`src/rtl/axi_xbar_pkg.sv`:
```
// Shared AXI crossbar definitions: default widths, RRESP codes,
// read-response arbiter FSM states and a mod-3 slot increment helper.
package axi_xbar_pkg;

    localparam int ID_W_DEF   = 4;
    localparam int DATA_W_DEF = 32;

    localparam logic [1:0] RRESP_OKAY   = 2'b00;
    localparam logic [1:0] RRESP_EXOKAY = 2'b01;
    localparam logic [1:0] RRESP_SLVERR = 2'b10;
    localparam logic [1:0] RRESP_DECERR = 2'b11;

    typedef enum logic {
        ST_IDLE = 1'b0,
        ST_LOCK = 1'b1
    } rd_arb_state_e;

    function automatic logic [1:0] inc3(input logic [1:0] i);
        return (i >= 2'd2) ? 2'd0 : i + 2'd1;
    endfunction

endpackage

```
`src/rtl/rr_arb3.sv`:
```
// 3-way round-robin pick starting at slot ptr, wrapping 2->0.
// Ports: req[2:0], ptr[1:0] in; one-hot grant[2:0], idx[1:0] out.
module rr_arb3
    import axi_xbar_pkg::*;
(
    input  logic [2:0] req,
    input  logic [1:0] ptr,
    output logic [2:0] grant,
    output logic [1:0] idx
);

    logic [1:0] c0;
    logic [1:0] c1;
    logic [1:0] c2;

    // ptr never holds 3; folding it to 0 keeps the pick well defined
    assign c0 = (ptr == 2'd3) ? 2'd0 : ptr;
    assign c1 = inc3(c0);
    assign c2 = inc3(c1);

    always_comb begin
        idx   = 2'd0;
        grant = 3'b000;
        if (req[c0]) begin
            idx = c0;
        end else if (req[c1]) begin
            idx = c1;
        end else if (req[c2]) begin
            idx = c2;
        end
        if (|req) begin
            grant = 3'b001 << idx;
        end
    end

endmodule

```
`src/rtl/read_resp_arbiter.sv`:
```
// Merges three slave R streams into one master R stream, burst-locked.
// Ports: clk, rst_n; sN_axi_r_{rid,rdata,rresp,rlast,valid} in and
// sN_axi_r_ready out (N=0..2); m_axi_r_{rid,rdata,rresp,rlast,valid}
// out and m_axi_r_ready in. Define RD_RESP_ARB_OUT_REG_EN for a
// registered master side (latency 1, full throughput).
module read_resp_arbiter
    import axi_xbar_pkg::*;
#(
    parameter int ID_W   = ID_W_DEF,
    parameter int DATA_W = DATA_W_DEF
) (
    input  logic              clk,
    input  logic              rst_n,
    input  logic [ID_W-1:0]   s0_axi_r_rid,
    input  logic [DATA_W-1:0] s0_axi_r_rdata,
    input  logic [1:0]        s0_axi_r_rresp,
    input  logic              s0_axi_r_rlast,
    input  logic              s0_axi_r_valid,
    output logic              s0_axi_r_ready,
    input  logic [ID_W-1:0]   s1_axi_r_rid,
    input  logic [DATA_W-1:0] s1_axi_r_rdata,
    input  logic [1:0]        s1_axi_r_rresp,
    input  logic              s1_axi_r_rlast,
    input  logic              s1_axi_r_valid,
    output logic              s1_axi_r_ready,
    input  logic [ID_W-1:0]   s2_axi_r_rid,
    input  logic [DATA_W-1:0] s2_axi_r_rdata,
    input  logic [1:0]        s2_axi_r_rresp,
    input  logic              s2_axi_r_rlast,
    input  logic              s2_axi_r_valid,
    output logic              s2_axi_r_ready,
    output logic [ID_W-1:0]   m_axi_r_rid,
    output logic [DATA_W-1:0] m_axi_r_rdata,
    output logic [1:0]        m_axi_r_rresp,
    output logic              m_axi_r_rlast,
    output logic              m_axi_r_valid,
    input  logic              m_axi_r_ready
);

    rd_arb_state_e state_q, state_d;
    logic [1:0]    ptr_q, ptr_d;
    logic [1:0]    own_q, own_d;

    logic [2:0]        vld;
    logic [2:0]        arb_grant;
    logic [1:0]        arb_idx;
    logic [1:0]        sel;
    logic              sel_valid;
    logic [ID_W-1:0]   sel_rid;
    logic [DATA_W-1:0] sel_rdata;
    logic [1:0]        sel_rresp;
    logic              sel_rlast;
    logic              down_ready;
    logic              xfer;
    logic [2:0]        rdy;

    assign vld = {s2_axi_r_valid, s1_axi_r_valid, s0_axi_r_valid};

    rr_arb3 u_arb (
        .req   (vld),
        .ptr   (ptr_q),
        .grant (arb_grant),
        .idx   (arb_idx)
    );

    assign sel = (state_q == ST_LOCK) ? own_q : arb_idx;

    // Idle with no request leaves sel at 0, so the mux shows slave 0
    always_comb begin
        sel_valid = s0_axi_r_valid;
        sel_rid   = s0_axi_r_rid;
        sel_rdata = s0_axi_r_rdata;
        sel_rresp = s0_axi_r_rresp;
        sel_rlast = s0_axi_r_rlast;
        case (sel)
            2'd1: begin
                sel_valid = s1_axi_r_valid;
                sel_rid   = s1_axi_r_rid;
                sel_rdata = s1_axi_r_rdata;
                sel_rresp = s1_axi_r_rresp;
                sel_rlast = s1_axi_r_rlast;
            end
            2'd2: begin
                sel_valid = s2_axi_r_valid;
                sel_rid   = s2_axi_r_rid;
                sel_rdata = s2_axi_r_rdata;
                sel_rresp = s2_axi_r_rresp;
                sel_rlast = s2_axi_r_rlast;
            end
            default: ;
        endcase
    end

`ifdef RD_RESP_ARB_OUT_REG_EN
    logic              m_valid_q;
    logic [ID_W-1:0]   m_rid_q;
    logic [DATA_W-1:0] m_rdata_q;
    logic [1:0]        m_rresp_q;
    logic              m_rlast_q;

    // Slice can take a beat when empty or draining this cycle
    assign down_ready = !m_valid_q || m_axi_r_ready;

    always_ff @(posedge clk or negedge rst_n) begin
        if (!rst_n) begin
            m_valid_q <= 1'b0;
            m_rid_q   <= '0;
            m_rdata_q <= '0;
            m_rresp_q <= '0;
            m_rlast_q <= 1'b0;
        end else if (down_ready) begin
            m_valid_q <= sel_valid;
            if (sel_valid) begin
                m_rid_q   <= sel_rid;
                m_rdata_q <= sel_rdata;
                m_rresp_q <= sel_rresp;
                m_rlast_q <= sel_rlast;
            end
        end
    end

    assign m_axi_r_valid = m_valid_q;
    assign m_axi_r_rid   = m_rid_q;
    assign m_axi_r_rdata = m_rdata_q;
    assign m_axi_r_rresp = m_rresp_q;
    assign m_axi_r_rlast = m_rlast_q;
`else
    assign down_ready = m_axi_r_ready;

    // rst_n gating makes the pass-through quiet while reset is held
    assign m_axi_r_valid = rst_n && sel_valid;
    assign m_axi_r_rid   = rst_n ? sel_rid   : '0;
    assign m_axi_r_rdata = rst_n ? sel_rdata : '0;
    assign m_axi_r_rresp = rst_n ? sel_rresp : '0;
    assign m_axi_r_rlast = rst_n && sel_rlast;
`endif

    assign xfer = rst_n && sel_valid && down_ready;

    // The owner keeps ready through valid gaps so the burst stays locked
    always_comb begin
        rdy = 3'b000;
        if (rst_n && down_ready) begin
            if (state_q == ST_LOCK) begin
                rdy = 3'b001 << own_q;
            end else begin
                rdy = arb_grant;
            end
        end
    end

    assign s0_axi_r_ready = rdy[0];
    assign s1_axi_r_ready = rdy[1];
    assign s2_axi_r_ready = rdy[2];

    always_comb begin
        state_d = state_q;
        ptr_d   = ptr_q;
        own_d   = own_q;
        if (xfer) begin
            if (sel_rlast) begin
                state_d = ST_IDLE;
                ptr_d   = inc3(sel);
            end else if (state_q == ST_IDLE) begin
                state_d = ST_LOCK;
                own_d   = sel;
            end
        end
    end

    always_ff @(posedge clk or negedge rst_n) begin
        if (!rst_n) begin
            state_q <= ST_IDLE;
            ptr_q   <= 2'd0;
            own_q   <= 2'd0;
        end else begin
            state_q <= state_d;
            ptr_q   <= ptr_d;
            own_q   <= own_d;
        end
    end

endmodule

```
`config.mk`:
```
export PLATFORM = sky130hd
export DESIGN_NAME = read_resp_arbiter
export DESIGN_NICKNAME = d
export VERILOG_FILES = /design/src/rtl/axi_xbar_pkg.sv /design/src/rtl/rr_arb3.sv /design/src/rtl/read_resp_arbiter.sv
export SDC_FILE = /design/constraint.sdc
export NUM_CORES = 1
export LEC_CHECK = 0
export CORE_AREA = 2 2 73 75
export DETAILED_ROUTE_END_ITERATION = 7
export DIE_AREA = 0 0 75 77
export GPL_TIMING_DRIVEN = 0
export PLACE_DENSITY = 0.88
export SYNTH_ARGS = -nofsm -noshare
export SYNTH_HDL_FRONTEND = slang
export SYNTH_SLANG_ARGS = --single-unit
```
`constraint.sdc`:
```
create_clock -name clk -period 8.65 [get_ports clk]
set_input_delay 0.865 -clock clk [delete_from_list [all_inputs] [get_ports clk]]
set_output_delay 0.865 -clock clk [all_outputs]
set_load 0.01 [all_outputs]
```
==> metrics.md <==
| Metric | Value |
|---|---|
| Maximum root-to-sink buffer count | `2` |
| Die width | `~75 microns` |
| Row Count | `26` |
| Worst Hold Class | `flip-flop to flip-flop` |
| Final Max Tran Viols | `0` |
| Post-route ant nets | `0` |
| Final setup vio count | `0` |
| Post-detailed-routing wire length | `7189 microns` |
| First-pass DRT Iterations | `4` |
| Clk pin slew, worst setup/hold paths | `0.03 ns` |
| Initial antenna violation count | `0` |
| Mapped cell area | `0.001505 sq mm` |
| Seq/Total Area, Yosys | `about 8.3%` |
| Crit path DAT | `around 4.2 ns` |
| Final GP Congestion | `between 0.8 and 0.9` |
| Diodes inserted | `0` |
| Fin worst setup slack | `between 3 and 4 ns` |
| Final hold vios | `0` |
| XOR/XNOR share of the synthesized area | `0%` |
| Power density cells | `276.1 mW/mm^2` |
| P&R area growth vs syn | `117.9%` |
| Post-Synthesis Cells | `~220` |
| 1st-iter DRT viols | `170` |
| Simple-Gate Fraction of Synth Area | `25.10%` |
| Post-CTS setup buffer count | `0` |
| Post-synth cell types | `39` |
| Non-Filler Instances | `between 400 and 500` |
| Mean post-synth cell area | `between 6 and 7 sq um` |
| #FFs+latches synth | `5` |
| Post-CTS resize count | `0` |
| Share of layout cells above drive strength 1 | `under 10%` |
| Worst Clk Skew | `between 0.00008 and 0.00009 ns` |
| Die area | `between 0.005 and 0.006 sq mm` |
| Commonest non-fill, non-tap cells in the layout | `clkdlybuf4s50_1, nand2_1, a22oi_1, a21boi_0, a21boi_1` |
| Setup WS pre-CTS | `between 3 and 4 ns` |
| First-pass GRT wire length | `approximately 11000 microns` |
| VDD IR max | `0.1191 mV` |
| Port Buffer Count | `164` |
| DPL Wire Length | `about 6000 microns` |
| Largest family of logic cells by synthesized area | `compound AO/OA/AOI/OAI gates` |
| Critical Path Fanout Max | `10` |
| Final core occ | `65.89%` |
| Vias per inst | `5.141` |
| Met2 Use GR | `about two fifths` |
| Largest net degree at the start of global routing | `13` |
| Placed Cells | `approximately 450` |
| Hold-fix buffers, CTS | `0` |
| RSZ-0062 raised after global routing | `no` |
| Total gr overflow | `0` |
| Crit share post-route | `between 50% and 60%` |
| TNS Setup | `0 ns` |
| Fmax | `roughly 200 MHz` |
| Placed inst area | `0.003234 sq mm` |
| GR Layer Usage met1 | `29.09%` |
| Startpoint Class | `input port` |
| Met3 Use GR | `8.804%` |
| Starting Density | `a little under a third` |
| CTS Buf Count | `3` |
| CTS tree | `built` |
| Overall power | `roughly 0.9 mW` |
| DRC errors left | `0` |
| CTS H-Tree Depth | `1` |
| Setup CP Type | `input port to output pin` |
| Worst-margin pin slew | `~0.47 ns` |
| Clk_lat worst skew | `0.22 ns` |
| Die H | `about 77 microns` |
| Via count | `approximately 2300` |
| Mux share of post-synthesis cell area | `between 6 and 7%` |
| GRT Total Usage | `between 20% and 30%` |
| Rel. slew slack | `slightly below 70%` |
| Core box area | `~0.0050 sq mm` |
| Compound-Gate Fraction of Synth Area | `49.96%` |
| Top Usage Layer GRT | `met2` |
| Final nets | `between 500 and 600` |
| Synth Area in Adders | `under 10%` |
| Status | `complete, no violations` |
| Leading cell type in the layout, fill and taps excluded | `clkdlybuf4s50_1` |
| Hold slack final | `~0.51 ns` |
| Synth warn | `0` |
| Leak | `~1.2 nW` |
| Top-Level Pins | `roughly 170` |
| Root Buffer | `clkbuf_8` |
| Clock Sinks | `5` |
| Worst EP required | `7.79 ns` |
| Crit end category | `output pin` |
| Number of global-route vias before repair | `around 2400` |
| Period minus WS final | `5.064 ns` |
| Synth Net Count | `343` |
| Final instance area | `about 0.0033 sq mm` |
| Max Cap Viol | `0` |
| WL/cell | `~16 microns` |
-- path summary, 6_finish.rpt --
check,endpoint,cells past startpoint,slack (ns),from
setup / recovery,m_axi_r_rdata[30],11,3.59,s2_axi_r_valid
min in group asynchronous,own_q[1],1,0.96,rst_n
hold reg to reg,own_q[0],1,0.51,own_q[0]
hold / removal,own_q[0],1,0.51,own_q[0]
max in group asynchronous,ptr_q[1],1,7.38,rst_n
setup reg to reg,own_q[0],9,5.62,ptr_q[0]
-- synth_stat cells --
master / number / area share [%]
nor3b_1: 1 / 0.50
o41ai_2: 1 / 1.1
o31a_1: 3 / 1.7
o31a_2: 1 / 0.67
nor3_1: 7 / 2.3
buf_6: 2 / 1.5
nor2_1: 4 / 1.0
and4b_1: 1 / 0.67
nand4b_1: 2 / 1.2
o31ai_1: 2 / 1.0
mux2_2: 2 / 1.5
nand3b_1: 1 / 0.50
mux2i_1: 4 / 2.7
nand2b_1: 7 / 2.9
a21oi_1: 3 / 1.0
o21ai_1: 2 / 0.67
a21boi_1: 17 / 8.5
a211o_1: 1 / 0.58
o2111a_1: 1 / 0.75
a22oi_1: 39 / 19
o22ai_1: 1 / 0.42
a22o_1: 1 / 0.58
or4b_4: 1 / 0.91
inv_1: 5 / 1.2
a32oi_2: 1 / 1.1
dfrtp_1: 5 / 8.3
mux2_4: 2 / 2.0
a21boi_0: 23 / 11
a2bb2oi_2: 1 / 1.0
and3_1: 1 / 0.42
buf_1: 2 / 0.50
ha_1: 3 / 2.5
buf_2: 3 / 1.0
clkbuf_1: 15 / 3.7
nor2b_1: 4 / 1.7
nand3_1: 3 / 1.0
nand2_1: 42 / 10
and2_1: 2 / 0.83
nand4bb_1: 1 / 0.75
-- state kept, by name, indices dropped and copies added (netlist names) --
name,cells
ptr_q,2
state_q,1
own_q,2
-- worst max-delay path, stage by stage --
cell	delay, ns
clkdlybuf4s50_1	0.47
buf_2	0.21
mux2_4	0.18
o22ai_1	0.08
o31a_2	0.36
nor2_1	0.29
clkbuf_1	0.42
clkbuf_1	0.43
a22oi_1	0.17
a21boi_1	0.16
clkdlybuf4s50_1	0.57
-- power breakdown --
group          total [mW]  internal [mW]  switching [mW]
logic               0.821          0.403           0.417
clock network      0.0425         0.0316          0.0109
registers          0.0423         0.0344         0.00789
-- layer usage --
layer  part of all wire, %  up-vias
met3                   8.7       14
met4                   1.9        0
met2                    51      111
met1                    38     1064
li1                      -     1150
met5                     0        -
-- cells by family after synthesis --
| kind of cell | count (synthesis) |
|---|---|
| adders and majority gates | 3 |
| buffers and inverters | 27 |
| muxes | 8 |
| AOI/OAI and AO/OA | 97 |
| and+or+nand+nor | 77 |
| DFF | 5 |
-- area by class of cell --
type	instances	area (sq um)
fillers	426	1698
repair buffers	164	1642
multi-input cells	185	1260
flip-flops and latches	5	125.1
plain buffers	22	101.3
well taps	70	87.58
clock buffers	4	45.04
inverters	5	18.77
Note: power is estimated with default switching activity, not from simulation.
